--- config.mk ---
export PLATFORM = sky130hd
export DESIGN_NAME = uart_tx_switch_sender
export DESIGN_NICKNAME = d
export VERILOG_FILES = /design/src/rtl/uart_tx_switch_sender.sv
export SDC_FILE = /design/constraint.sdc
export NUM_CORES = 1
export LEC_CHECK = 0
export BUFFER_PORTS_ARGS = -buffer_cell sky130_fd_sc_hd__clkbuf_2
export CORE_UTILIZATION = 51
export DETAILED_ROUTE_END_ITERATION = 10
export MAX_ROUTING_LAYER = met4
export PLACE_DENSITY = 0.77
export SLEW_MARGIN = 10
export SYNTH_ARGS = -nofsm -noshare
export SYNTH_HDL_FRONTEND = slang
export SYNTH_SLANG_ARGS = --single-unit
--- constraint.sdc ---
create_clock -name clock -period 3.35 [get_ports clock]
set_clock_uncertainty 0.2 [all_clocks]
set_input_delay 0.67 -clock clock [delete_from_list [all_inputs] [get_ports clock]]
set_output_delay 0.67 -clock clock [all_outputs]
set_load 0.1 [all_outputs]
--- src/rtl/uart_tx_switch_sender.sv ---
// uart_tx_switch_sender: debounced key press sends the 7-bit switch value as one UART 8N1 frame.
// Define UART_TX_PARITY_EN to insert an even parity bit (8E1).
module uart_tx_switch_sender #(
  parameter int CLK_FREQ        = 50_000_000,
  parameter int BAUD            = 115200,
  parameter int DEBOUNCE_CYCLES = 1_000_000
) (
  input  logic       clock,
  input  logic       reset,
  input  logic [6:0] data_in,
  input  logic       send_n,
  output logic       tx,
  output logic       busy,
  output logic       tx_done,
  output logic [6:0] last_tx
);
  localparam int CPB = CLK_FREQ / BAUD;
  localparam int BW  = $clog2(CPB);
  localparam int DW  = $clog2(DEBOUNCE_CYCLES + 1);
  localparam logic [BW-1:0] BLAST = BW'(CPB - 1);
  localparam logic [DW-1:0] DLAST = DW'(DEBOUNCE_CYCLES - 1);
  localparam logic [2:0] IDLE = 3'd0, START = 3'd1, DATA = 3'd2, PARITY = 3'd3, STOP = 3'd4;
  logic [1:0]    sync;
  logic          key;
  logic          press;
  logic [DW-1:0] dcnt;
  logic [2:0]    state;
  logic [BW-1:0] bcnt;
  logic [2:0]    idx;
  logic [7:0]    shreg;
  // The counter only advances while a level change is pending, so any bounce back restarts it.
  always_ff @(posedge clock or negedge reset)
    if (!reset) begin
      sync  <= 2'b11;
      key   <= 1'b1;
      press <= 1'b0;
      dcnt  <= '0;
    end else begin
      sync  <= {sync[0], send_n};
      press <= 1'b0;
      if (sync[1] == key) dcnt <= '0;
      else if (dcnt == DLAST) begin
        dcnt  <= '0;
        key   <= sync[1];
        press <= ~sync[1];
      end else dcnt <= dcnt + 1'b1;
    end
  always_ff @(posedge clock or negedge reset)
    if (!reset) begin
      state   <= IDLE;
      bcnt    <= '0;
      idx     <= '0;
      shreg   <= '0;
      tx      <= 1'b1;
      busy    <= 1'b0;
      tx_done <= 1'b0;
      last_tx <= '0;
    end else begin
      tx_done <= 1'b0;
      if (state == IDLE) begin
        bcnt <= '0;
        if (press) begin
          shreg <= {1'b0, data_in};
          idx   <= '0;
          state <= START;
          tx    <= 1'b0;
          busy  <= 1'b1;
        end
      end else if (bcnt != BLAST) bcnt <= bcnt + 1'b1;
      else begin
        bcnt <= '0;
        case (state)
          START: begin
            state <= DATA;
            idx   <= '0;
            tx    <= shreg[0];
          end
          DATA:
            if (idx == 3'd7) begin
`ifdef UART_TX_PARITY_EN
              state <= PARITY;
              tx    <= ^shreg;
`else
              state <= STOP;
              tx    <= 1'b1;
`endif
            end else begin
              idx <= idx + 3'd1;
              tx  <= shreg[idx + 3'd1];
            end
`ifdef UART_TX_PARITY_EN
          PARITY: begin
            state <= STOP;
            tx    <= 1'b1;
          end
`endif
          default: begin
            state   <= IDLE;
            tx      <= 1'b1;
            busy    <= 1'b0;
            tx_done <= 1'b1;
            last_tx <= shreg[6:0];
          end
        endcase
      end
    end
endmodule

Word level (Yosys, flattened, before mapping):

Index checks and enable logic that the tools add are counted.
Widths: inputs -> output; s select.

* $add $sub $neg: 3
* $lt $le $gt $ge: 1
* equal/unequal tests: 11
* muxes and demuxes: 30
* bitwise logic cells: 5
* reduce and logical (&&, ||, !) cells: 10

Operators with widths (number)
* $mux 20: 2
* $mux 3: 8
* $add 20x1->20 const B: 1
* $eq 20x20->1 const B: 1
* $mux 9: 2
* $mux 1: 14
* $pmux 3 s2: 2
* $add 9x1->9 const B: 1
* $ne 9x9->1 const B: 1
* $reduce_and 3->1: 3
* $ne 3x3->1 const B: 2
* $reduce_and 2->1: 3
* $not 1->1: 5
* $lt 3x4->1 const B: 1
* $ne 2x2->1 const B: 2
* $reduce_and 4->1: 1
* $add 3x1->3 const B: 1
* $bmux 1 s3: 1
* $eq 3x1->1 const B: 1
* $eq 3x2->1 const B: 1
* $eq 3x3->1 const B: 1
* $logic_not 3->1: 1
* $reduce_bool 3->1: 1
* $ne 2x1->1 const B: 1
* 3 further kinds: 3

* register bits after elaboration: 56
* bits of input ports: 10

Depth between registers and ports, before layout:

* word-level depth: 7
* mapped depth: 7
* depth with buffers taken out: 6

Worst setup path after synthesis:

No wires, ideal clock.

* kind: register to register
* start point: register bcnt[1]
* end point: register idx[1]
* library setup time: 122 ps
* arrival time: 1882 ps
* path slack: 1146 ps
* cell stages (with the launch flop): 8
* path buffers: 1
* clock period less this slack: 2204 ps
* cells stage by stage: dfrtp_1 inv_1 ha_1 nand4b_4 or4_4 buf_6 or3_1 a32o_1

* cells in the longest elaborated chain, start to end: 3

Ends and longest elaborated chain
* start, declared: RTL line 28 `logic [BW-1:0] bcnt;`
* start signal, assigned: RTL line 69 `end else if (bcnt != BLAST) bcnt <= bcnt + 1'b1;`
* $ne 9x9->1: RTL line 69
* $ne 2x2->1 (no line)
* $reduce_and 4->1 (no line)
* end signal, assigned: RTL line 88 `idx <= idx + 3'd1;`
* end, declared: RTL line 29 `logic [2:0] idx;`

No other way between the ends.
A chain may end at the register's enable or synchronous reset.

Final worst setup path:

Ends and elaborated chain as after synthesis.

==> results by group <==
Synth
  • Synthesized flop and latch total: 56
  • Post-Syn Area: ~0.0026 sq mm
  • Gate Count Post-Synth: 235
  • Yosys warning total: 0
  • Synth unique cells: 44
  • Post-Syn Area per Cell: roughly 11 sq um
  • Top_reg_cell synth: dfrtp_1
  • Async set or reset register ratio after synthesis: 100%
  • Number of synthesized flops with an enable pin: 0
  • Sequential share of the synthesized area: 53.8%
  • Mapped Nets: 250

Layout
  • Layout overhead on the synthesized area: 11.0%
  • Layout cells sized above 1: roughly 22%
  • Design area: 0.00290 sq mm
  • Number of diodes: 0
  • Final net count: about 270
  • Fin cells: ~330

Placed design
  • Pre-CTS setup slack: ~1100 ps
  • DP Area: 0.00278 sq mm
  • PortBufs: 19
  • Cell Count Post-Placement: 318
  • Routability cong.: 0.854
  • Detailed placement HPWL: ~3.2 mm

Clock network
  • Cts repair resizes: 0
  • Cts bufs inserted: 5
  • CTS Buffer Depth: 2
  • Worst-Skew Late Latency: approximately 320 ps
  • CTS tree: built
  • Clk slew on worst S/H paths: 100 ps
  • Clk root buf: clkbuf_8
  • Max H-tree Level: 2
  • Postcts setup bufs: 0
  • Hold Buf Count CTS: 0
  • TritonCTS Sinks: 56

Floorplan
  • Die H: 73.6 um
  • I/O pin total: 20
  • Core Rows: 25
  • Die W: about 74 um
  • Die Area: 0.00541 sq mm
  • Placeable Area: between 0.004 and 0.005 sq mm
  • Starting Density: 54.2%

Power and ir drop
  • Pwr Density: between 400 and 500 mW/mm^2
  • Max VDD drop: 0.000310 V
  • Lkg Pwr: around 1.3 nW

Worst setup path
  • Critical Path RT: approximately 3400 ps
  • Reg-to-Reg End: idx[1]
  • Startpoint types: flop
  • Worst Path Buf+Inv: 1
  • Worst reg2reg path startpoint: bcnt[1]
  • Worst Path Arrival: 2260 ps
  • Critical path cell sequence: inv_1 > ha_1 > nand4b_4 > or4_4 > or3_1 > a32o_1
  • Delay-heaviest family, CP: simple AND/OR/NAND/NOR gates
  • Worst R2R Path Depth: 6
  • CP Capture Type: flop
  • Critical path launch point: bcnt[1]
  • Cell at the slowest stage of the critical path: or4_4
  • Slowest stage delay, CP: approximately 500 ps
  • Critical-path maximum fanout: 9
  • Setup CP Type: reg2reg
  • Worst R2R Setup Slack: 1090 ps

Outcome
  • Status: finished, final reports clean

STA
  • Final-report max-slew violation count: 0
  • Hold Vio Cnt, Final: 0
  • Period utilization: between 60 and 70%
  • RSZ-0062 raised after global routing: no
  • Hold_ws: about 66 ps
  • Max-slew headroom: 58.7%
  • Fmax: around 440 MHz
  • Final WS setup: ~1100 ps
  • Setup TNS: 0 ps
  • Final-report setup violation count: 0
  • Post-route minimum period: about 2300 ps
  • Worst-Margin Slew: a little over 600 ps

GRT
  • Tot GR Track Use: between 20% and 30%
  • Largest net degree at the start of global routing: 41
  • First-pass GRT wire length: between 7 and 8 mm
  • Vias in the first global route: 1748
  • Grt ovf: 0
  • Initial antenna violation count: 0

Hold path
  • Worst Hold Class: in2async

Detailed routing
  • WL final: 4.57 mm
  • Router iterations before antenna repair: 5
  • Via density: 5.53
  • Routed WL per cell: 14.0 um
  • DRC viols: 0
  • Vias: around 1800
  • Drt initial violations: roughly 130
  • Post-detailed-route count of antenna-violating nets: 0

Run
  • Max cap viols: 0
[worst max path at each step]
stage                        end  slack, ps  cells after the start
after floorplan           idx[1]       1150                      7
after global placement    idx[1]       1160                      6
after detailed placement  idx[1]       1110                      6
after CTS                 idx[1]       1080                      6
after global routing      idx[1]        970                      6
final                     idx[1]       1090                      6
[layout make-up]
class,count,area (sq um)
clock buffers,5,68.8
fillers,415,1920
multi-input cells,164,1140
well taps,67,83.8
flip-flops and latches,56,1410
repair buffers,22,118
clock inverters,3,47.5
inverters,9,33.8
[report_power, final]
group / leakage (nW) / total (mW) / switching (mW) / internal, mW
Combinational: 0.448 / 0.0343 / 0.0214 / 0.0129
Sequential: 0.750 / 0.692 / 0.00733 / 0.685
Clock: 0.0583 / 0.455 / 0.230 / 0.225
Total: 1.26 / 1.18 / 0.258 / 0.923
[sequential cells by signal (all words and copies together), names as in the netlist]
signal   cells
last_tx      7
state        3
busy         1
bcnt         9
dcnt        20
sync         2
idx          3
key          1
shreg        7
tx           1
tx_done      1
press        1
[Yosys cell counts (4+ instances only)]
library cell	number	area, sq um
a21oi_1	4	20.0
clkbuf_1	4	15.0
dfrtp_1	52	1300
dfstp_2	4	105
ha_1	5	62.6
inv_1	9	33.8
mux2_2	15	169
nand2_1	12	45.0
nand3_1	10	50.1
nand4_1	7	43.8
nor2_1	29	109
nor3_1	10	50.1
nor4_1	7	43.8
o21ai_0	7	35.0
xnor2_1	17	149
xor2_1	6	52.6
[cell usage in the layout (no fill, tap or decap), types with 2 or more instances in the layout]
cell type,instances
o21ai_0,7
xor2_1,6
ha_1,5
clkbuf_2,19
nor2_1,29
clkinv_4,2
a32o_1,2
dfstp_2,4
xnor2_1,17
or3_1,3
nor3_1,10
nor2b_1,2
buf_4,3
and3_1,2
nor4_1,7
mux2i_1,3
and2_1,2
a21oi_1,4
nand3_1,10
nand4_1,7
dfrtp_1,52
a31oi_1,2
nand2_1,12
clkbuf_8,5
inv_1,9
mux2_2,15
[stage by stage]
stage	utilization (%)	total power, mW
5_1_grt	60.2	1.22
4_1_cts	60.2	1.19
6_report	60.2	1.18
3_5_place_dp	57.8	0.741
3_3_place_gp	57.8	0.740
2_1_floorplan	-	0.717
[cell families (layout without fill, tap and decap cells)]
| kind of cell | Yosys count | after routing | synth area share, % |
|---|---|---|---|
| AO/OA/AOI/OAI | 24 | 24 | 6.32 |
| XOR/XNOR | 23 | 23 | 7.71 |
| adder cells (fa/ha/maj) | 5 | 5 | 2.39 |
| buffers and inverters | 15 | 39 | 2.44 |
| flip-flops | 56 | 56 | 53.8 |
| multiplexers | 19 | 19 | 8.48 |
| AND/OR/NAND/NOR | 93 | 93 | 18.8 |
[layer usage]
layer / share of wire (%) / wire length (um) / vias up / GRT usage [%]
met2: 50 / 2290 / 22 / 31.2
li1: - / - / 872 / -
met4: 1.3 / 59 / 0 / 6.41
met3: 2.8 / 130 / 6 / 5.62
met1: 46 / 2080 / 902 / 25.4
met5: 0 / 0 / - / -
Note: power is estimated with default switching activity, not from simulation.
